[config.mk]
export PLATFORM = sky130hd
export DESIGN_NAME = data_sram_bridge
export DESIGN_NICKNAME = d
export VERILOG_FILES = /design/src/rtl/data_sram_bridge_pkg.sv /design/src/rtl/data_sram_bridge_wen_to_size.sv /design/src/rtl/data_sram_bridge.sv
export SDC_FILE = /design/constraint.sdc
export NUM_CORES = 1
export LEC_CHECK = 0
export ABC_AREA = 1
export CORE_ASPECT_RATIO = 0.9
export CORE_MARGIN = 5
export CORE_UTILIZATION = 30
export CTS_CLUSTER_SIZE = 12
export DETAILED_ROUTE_END_ITERATION = 10
export MAX_ROUTING_LAYER = met4
export PLACE_DENSITY = 0.61
export SYNTH_ARGS = -nofsm -noshare
export SYNTH_HDL_FRONTEND = slang
export SYNTH_HIERARCHICAL = 1
export SYNTH_SLANG_ARGS = --single-unit
[constraint.sdc]
create_clock -name clk -period 1.7 [get_ports clk]
set_input_delay 0.51 -clock clk [delete_from_list [all_inputs] [get_ports clk]]
set_output_delay 0.51 -clock clk [all_outputs]
set_load 0.02 [all_outputs]
[src/rtl/data_sram_bridge_pkg.sv]
// Shared types for the data-side SRAM-to-request/response bus bridge.
package data_sram_bridge_pkg;

    typedef enum logic [1:0] {
        IDLE = 2'd0,
        REQ  = 2'd1,
        WAIT = 2'd2,
        DONE = 2'd3
    } state_t;

    localparam logic [1:0] SIZE_BYTE = 2'd0;
    localparam logic [1:0] SIZE_HALF = 2'd1;
    localparam logic [1:0] SIZE_WORD = 2'd2;

endpackage

[src/rtl/data_sram_bridge_wen_to_size.sv]
// Maps SRAM byte write-enables to a bus transfer size and the lane offset of the lowest enabled byte.
module data_sram_bridge_wen_to_size
    import data_sram_bridge_pkg::*;
(
    input  logic [3:0] wen,
    output logic [1:0] size,
    output logic [1:0] lane
);

    // NOTE: every output gets a default first so no path through the block infers a latch.
    always_comb begin
        size = SIZE_WORD;
        lane = 2'd0;

        if (wen[0])      lane = 2'd0;
        else if (wen[1]) lane = 2'd1;
        else if (wen[2]) lane = 2'd2;
        else if (wen[3]) lane = 2'd3;

        case (wen)
            4'b0011, 4'b1100:                   size = SIZE_HALF;
            4'b0001, 4'b0010, 4'b0100, 4'b1000: size = SIZE_BYTE;
            default:                            size = SIZE_WORD;
        endcase
    end

endmodule

[src/rtl/data_sram_bridge.sv]
// Data-side bridge: single-cycle SRAM port to addr_ok/data_ok request/response bus, stalling M while busy.
// Optional DBRIDGE_KSEG_MAP_EN folds kseg0/kseg1 addresses (top bits 2'b10) down to physical.
module data_sram_bridge
    import data_sram_bridge_pkg::*;
#(
    parameter int ADDR_W = 32,
    parameter int DATA_W = 32
) (
    input  logic              clk,
    input  logic              rst,
    input  logic              mem_en,
    input  logic [3:0]        mem_wen,
    input  logic [ADDR_W-1:0] mem_addr,
    input  logic [DATA_W-1:0] mem_wdata,
    output logic [DATA_W-1:0] mem_rdata,
    output logic              mem_stall,
    input  logic              cpu_stall,
    output logic              req,
    output logic              wr,
    output logic [1:0]        size,
    output logic [ADDR_W-1:0] addr,
    output logic [DATA_W-1:0] wdata,
    input  logic              addr_ok,
    input  logic              data_ok,
    input  logic [DATA_W-1:0] rdata
);

    state_t            state;
    state_t            state_nx;
    logic [1:0]        wen_size;
    logic [1:0]        wen_lane;
    logic [ADDR_W-1:0] bus_addr;
    logic              launch;
    logic              resp_done;

    data_sram_bridge_wen_to_size u_wen_to_size (
        .wen  (mem_wen),
        .size (wen_size),
        .lane (wen_lane)
    );

    assign launch    = (state == IDLE) && mem_en;
    assign resp_done = ((state == REQ) && addr_ok && data_ok) || ((state == WAIT) && data_ok);

    // Reads use lane 0 because the size helper returns lane 0 for an all-zero enable.
    always_comb begin
        bus_addr      = mem_addr;
        bus_addr[1:0] = wen_lane;
`ifdef DBRIDGE_KSEG_MAP_EN
        if (mem_addr[ADDR_W-1 -: 2] == 2'b10) begin
            bus_addr[ADDR_W-1 -: 3] = 3'b000;
        end
`endif
    end

    always_comb begin
        state_nx = state;
        case (state)
            IDLE:    if (mem_en) state_nx = REQ;
            REQ:     if (addr_ok) state_nx = data_ok ? DONE : WAIT;
            WAIT:    if (data_ok) state_nx = DONE;
            DONE:    if (!cpu_stall) state_nx = IDLE;
            default: state_nx = IDLE;
        endcase
    end

    // NOTE: state and bus fields use non-blocking assignments so every register samples pre-edge values.
    always_ff @(posedge clk or negedge rst) begin
        if (!rst) begin
            state     <= IDLE;
            wr        <= 1'b0;
            size      <= SIZE_BYTE;
            addr      <= '0;
            wdata     <= '0;
            mem_rdata <= '0;
        end else begin
            state <= state_nx;
            if (launch) begin
                wr    <= |mem_wen;
                size  <= wen_size;
                addr  <= bus_addr;
                wdata <= mem_wdata;
            end
            // Write acks leave the previously returned read word untouched.
            if (resp_done && !wr) begin
                mem_rdata <= rdata;
            end
        end
    end

    assign req       = (state == REQ);
    assign mem_stall = launch || (state == REQ) || (state == WAIT);

endmodule

==> key figures, run 1 <==
Clocking
  – Clock sinks: 101
  – Root Driver: clkbuf_16
  – CTS tree: built
  – Longest Clk Path Bufs: 2
  – Later-pin clock latency in the skew report: 350 ps
  – Total CTS buffers: 9
  – Number of H-tree branching levels: 3
  – Clock slew seen by the registers of the worst setup and hold paths: 70 ps

Power and ir drop
  – Sw Share: 41.7%
  – Combinational power share: 48.8%
  – Pleak: 3.58 nW
  – Total power draw: 11.9 mW
  – Internal: 6.95 mW
  – Psw: 4.97 mW
  – Flop pwr share: 34.6%
  – Clk pwr share: 16.7%
  – VDD IR max: 0.000798 V
  – PwrDens: 1790 mW/mm2

Timing
  – WHS: 169 ps
  – Min setup slack post-route: -124 ps
  – RSZ-0062 raised after global routing: true
  – Min Clock Period, post-route: 1820 ps
  – Worst Tran Pin Value: 596 ps
  – Slew headroom: 60.3%
  – Fin. max-slew vios: 0
  – Setup Skew: 3.37 ps
  – Period utilisation layout: 107%
  – Hold Fails Final Rpt: 0
  – Setup Viol. Count Final: 2
  – Peak Freq: 548 MHz

Setup path
  – Setup crit end kind: output pin
  – Startpoint class of the critical path: flip-flop
  – CP required: 1190 ps
  – CP dominant cell by count: buf_6
  – Slowest Stage Delay on Critical Path: 400 ps
  – CP cell instances: buf_6 > ha_4 > nor2_4 > nand2_2 > buf_6
  – Worst path slowest cell: dfrtp_1
  – Critical path class: reg -> out
  – Crit Path Max Fanout: 3
  – CP arrival: 1310 ps

Floorplanning
  – Chip height: 121 um
  – Row cnt: 40
  – # IOs: 207
  – Die ar.: 0.0162 mm2
  – Initial Util: 30.8%
  – DIE WIDTH: 134 um
  – Core Footprint: 0.0134 mm2

GRT
  – Gr usage total: 16.2%
  – First-pass GRT wire length: 20200 um
  – Vias in the first global route: 3970
  – GRT Residual Overflow: 0
  – Initial antenna violation count: 0
  – Pin count of the biggest net entering global routing: 102

Synth
  – Synth cell types: 20
  – Synth Area in Adders: 1.52%
  – Largest family of logic cells by synthesized area: simple AND/OR/NAND/NOR gates
  – Ys Warns: 6
  – Post-Synth Simple-Gate Area: 31.6%
  – Synthesized area: 0.00413 mm2
  – Post-synth top area share: 61.3%
  – Xor/xnor share of the synthesized area: 0%
  – #FFs+latches synth: 101
  – Syn nets: 587
  – Multiplexer share of the synthesized area: 0%
  – Seq/Total Area, Yosys: 61.3%
  – Syn Area/Cell: 8.67 um2
  – Area leader, netlist: dfrtp_1
  – Area contributors post-synth: dfrtp_1 (61%), nand2_1 (26%), nand3_1 (4.0%)
  – Compound-gate portion of the synthesized area: 0.698%
  – Mapped Cells: 476

Placement
  – Placed cells: 841
  – Final GP Congestion: 0.810
  – Dpl hpwl: 8800 um
  – Port buffer count: 204
  – Placed Instance Area: 0.00639 mm2

Finish
  – Ant diodes: 0
  – Final Util: 49.6%
  – Final Non-Filler Cells: 859
  – Final nets: 798
  – Leading cell types in the layout, fill and taps excluded: nand2_1 (284), clkdlybuf4s50_1 (102), dfrtp_1 (101), dlygate4sd2_1 (99), nand3_1 (33)
  – Final instance area: 0.00666 mm2
  – Layout cells sized above 1: 7.24%
  – P&R area growth vs syn: 61.3%
  – Most common cell after layout, fill and taps aside: nand2_1

Drt
  – Detailed Route WL: 12400 um
  – Drt first pass iters: 4
  – Antenna-violating nets left: 0
  – Vias: 3809
  – WL per Instance: 14.4 um
  – Vias/cell: 4.43
  – DR DRC count: 0
  – Initial DRC count: 181

Run
  – Max cap viols: 0

Outcome
  – Status: finished, violations left
  – Failing checks: negative setup slack

Worst hold path
  – Hold Path Class: in -> async
[cells in the mapped netlist (all sizes together)]
cell type,number
nand3b,1
nor3,1
nand2,287
a21oi,2
nand3,33
buf,19
a21o,1
dfrtp,101
o21ai,2
clkbuf,4
ha,5
inv,12
nor2,8
[layout make-up]
| type | count | area (um2) |
|---|---|---|
| tap | 168 | 210 |
| inverter | 12 | 47.5 |
| clock buffer | 12 | 267 |
| timing repair buffer | 223 | 2130 |
| clock inverter | 3 | 20.0 |
| sequential | 101 | 2530 |
| fill | 1310 | 6760 |
| multi-input combinational | 340 | 1450 |
[final timing paths]
check	startpoint	endpoint	slack [ps]	cells past startpoint
worst max-delay path	state[0]	mem_stall	-120	5
worst min register to register	mem_rdata[4]	mem_rdata[4]	470	2
min in group clk	mem_rdata[4]	mem_rdata[4]	470	2
worst max register to register	state[0]	mem_rdata[21]	130	7
max in group asynchronous	rst	mem_rdata[1]	1030	2
worst min-delay path	rst	mem_rdata[4]	170	2
[critical path: cells and delay by family (launching register included)]
kind                     cells  cell delay, ps
AND/OR/NAND/NOR              2             150
adder cells (fa/ha/maj)      1             160
flip-flops                   1             400
buffers and inverters        2             260
[logic make-up after synthesis]
family | count (synthesis)
flip-flops | 101
AND/OR/NAND/NOR | 330
AO/OA/AOI/OAI | 5
buffers and inverters | 35
adder cells (fa/ha/maj) | 5
[through the flow]
stage / setup slack (ps) / setup TNS [ps]
global placement: -590 / -39710
global route: -196 / -338
floorplan: 58.8 / 0
CTS: -172 / -270
finish: -124 / -220
detailed placement: -627 / -41930
[registers in the layout, summed over array words and instances (netlist names)]
signal and cells:
mem_rdata 32, addr 32, size 2, state 2
wr 1, wdata 32
[metal layers]
| layer | part of all wire, % | vias up | global-route usage, % |
|---|---|---|---|
| li1 | - | 1869 | - |
| met1 | 44 | 1743 | 20.5 |
| met2 | 45 | 185 | 24.3 |
| met3 | 10 | 12 | 6.34 |
| met4 | 1.2 | 0 | 4.50 |
| met5 | 0 | - | - |
[repair_timing]
item,in CTS,in global routing
pin swaps,1,1
setup endpoints to repair,168,77
resized for setup,119,10
hold buffers,0,0
buffers inserted,1,2
[power groups by stage]
stage / Sequential [mW] / Clock, mW / Combinational [mW]
2_1_floorplan: 5.52 / 0 / 1.76
3_3_place_gp: 4.15 / 0 / 6.36
3_5_place_dp: 4.18 / 0 / 6.43
4_1_cts: 4.13 / 2.07 / 5.75
5_1_grt: 4.27 / 2.15 / 6.39
6_report: 4.12 / 1.99 / 5.81
No activity file was read; power rests on OpenSTA's default activity.
==> run 2, diff against run 1 <==
--- a/config.mk
+++ b/config.mk
@@ -11,6 +11,7 @@
 export CORE_UTILIZATION = 30
 export CTS_CLUSTER_SIZE = 12
 export DETAILED_ROUTE_END_ITERATION = 10
+export HOLD_SLACK_MARGIN = 0.02
 export MAX_ROUTING_LAYER = met4
 export PLACE_DENSITY = 0.61
 export SYNTH_ARGS = -nofsm -noshare
==> results of run 2 <==
Final layout, timing and power as in run 1 (identical DEF).
==> run 3, diff against run 2 <==
--- a/config.mk
+++ b/config.mk
@@ -6,8 +6,8 @@
 export NUM_CORES = 1
 export LEC_CHECK = 0
 export ABC_AREA = 1
+export CAP_MARGIN = 20
 export CORE_ASPECT_RATIO = 0.9
-export CORE_MARGIN = 5
 export CORE_UTILIZATION = 30
 export CTS_CLUSTER_SIZE = 12
 export DETAILED_ROUTE_END_ITERATION = 10
==> key figures, run 3 (synthesis results as in run 1) <==
Timing
  – Hold Fails Final Rpt: 0
  – Final setup TNS: -195 ps
  – Min Clock Period, post-route: 1840 ps
  – WHS: 67.8 ps
  – Period utilisation layout: 109%
  – Fin. max-slew vios: 0
  – Setup Skew: 4.86 ps
  – Min setup slack post-route: -145 ps
  – RSZ-0062 raised after global routing: true
  – Peak Freq: 542 MHz
  – Setup Viol. Count Final: 2
  – Slew headroom: 77.0%
  – Worst Tran Pin Value: 345 ps

Drt
  – Vias: 3859
  – DR DRC count: 16
  – WL per Instance: 13.8 um
  – Initial DRC count: 178
  – Antenna-violating nets left: 0
  – Vias/cell: 4.48
  – Detailed Route WL: 11800 um
  – Drt first pass iters: 8

Finish
  – P&R area growth vs syn: 61.0%
  – Final Util: 49.7%
  – Layout cells sized above 1: 7.22%
  – Leading cell types in the layout, fill and taps excluded: nand2_1 (284), clkdlybuf4s50_1 (102), dfrtp_1 (101), dlygate4sd2_1 (99), nand3_1 (33)
  – Fill cells: 1277
  – Final instance area: 0.00664 mm2
  – Most common cell after layout, fill and taps aside: nand2_1
  – Final nets: 801
  – Ant diodes: 0
  – Largest registers: addr x32, mem_rdata x32, wdata x32

Placement
  – Placed Instance Area: 0.00642 mm2
  – Final GP Congestion: 0.785
  – Dpl hpwl: 8490 um
  – Port buffer count: 204

GRT
  – First-pass GRT wire length: 19600 um
  – GRT Residual Overflow: 0
  – Initial antenna violation count: 0
  – Gr usage total: 18.1%
  – Pin count of the biggest net entering global routing: 69
  – Vias in the first global route: 3970

Clocking
  – Number of H-tree branching levels: 3
  – Later-pin clock latency in the skew report: 340 ps
  – Clock sinks: 101
  – Post-CTS Hold Fix Bufs: 0
  – Longest Clk Path Bufs: 2
  – Total CTS buffers: 9
  – Root Driver: clkbuf_16
  – Clock slew seen by the registers of the worst setup and hold paths: 60 ps
  – CTS tree: built

Worst hold path
  – Hold Path Class: in -> async

Setup path
  – Worst path slowest cell: dfrtp_1
  – CP cell instances: buf_6 > ha_4 > nor2_2 > nand2_2 > buf_6
  – WP buf/inv: 2
  – Slowest Stage Delay on Critical Path: 400 ps
  – CP delay by family, top: flip-flops
  – CP dominant cell by count: buf_6
  – CP arrival: 1330 ps
  – Startpoint class of the critical path: flip-flop
  – Setup crit end kind: output pin
  – Critical path class: reg -> out
  – Crit Path Max Fanout: 2
  – CP required: 1190 ps

Floorplanning
  – Die ar.: 0.0142 mm2
  – DIE WIDTH: 126 um
  – Initial Util: 30.9%
  – Chip height: 113 um
  – Row cnt: 40
  – Core Footprint: 0.0134 mm2
  – # IOs: 207

Power and ir drop
  – PwrDens: 1770 mW/mm2
  – Pleak: 3.61 nW
  – VDD IR max: 0.000868 V

Run
  – Max cap viols: 0

Outcome
  – Status: finished, violations left
  – Failing checks: design-rule violations, negative setup slack
## run 3: changes by cell type in the layout (fill, tap and decap cells not counted), sizes merged
cell      delta
clkinvlp     -1
buf          +3
clkinv       -1
clkbuf       +1
## run 3: cell type report
| cell class | count | area, um2 | area share, % |
|---|---|---|---|
| clock buffer | 13 | 260 | 3.92 |
| tap | 168 | 210 | 3.16 |
| sequential | 101 | 2530 | 38.0 |
| inverter | 12 | 45.0 | 0.678 |
| clock inverter | 1 | 7.51 | 0.113 |
| multi-input combinational | 340 | 1430 | 21.6 |
| timing repair buffer | 226 | 2160 | 32.5 |
## run 3: power breakdown
group	internal (mW)	leakage (nW)	total, mW	switching, mW
sequential	3.54	1.26	4.13	0.596
combinational	2.28	2.22	5.72	3.44
clock	1.06	0.128	1.90	0.842
## run 3: path summary, 6_finish.rpt
| check | start | endpoint | slack, ps | cells after the start |
|---|---|---|---|---|
| worst max-delay path | state[1] | mem_stall | -140 | 5 |
| worst min-delay path | rst | mem_rdata[19] | 70 | 1 |
| worst max register to register | state[0] | wr | 80 | 8 |
| worst min register to register | mem_rdata[11] | mem_rdata[11] | 460 | 2 |
| max in group asynchronous | rst | addr[27] | 1060 | 2 |
| min in group clk | mem_rdata[11] | mem_rdata[11] | 460 | 2 |
## run 3: metal layers
layer	routed length [um]	up-vias	GRT usage, %
met3	1190	6	7.52
met4	76	0	4.72
met5	0	-	-
met1	5070	1810	21.8
met2	5510	171	27.9
li1	-	1872	-
## run 3: what timing repair did
action                                  in CTS  in global routing
pin swaps                                    2                  4
gates resized for setup                    115                 10
endpoints found under the setup margin     168                 68
buffers inserted                             1                  2
## run 3: metrics by stage
| stage | std cells | worst slack, ps | power, mW |
|---|---|---|---|
| after floorplan | 476 | 58.8 | 7.28 |
| after global placement | 844 | -595 | 10.4 |
| after detailed placement | 844 | -607 | 10.6 |
| after CTS | 859 | -181 | 11.8 |
| after global routing | 861 | -196 | 12.6 |
| final | 861 | -145 | 11.8 |
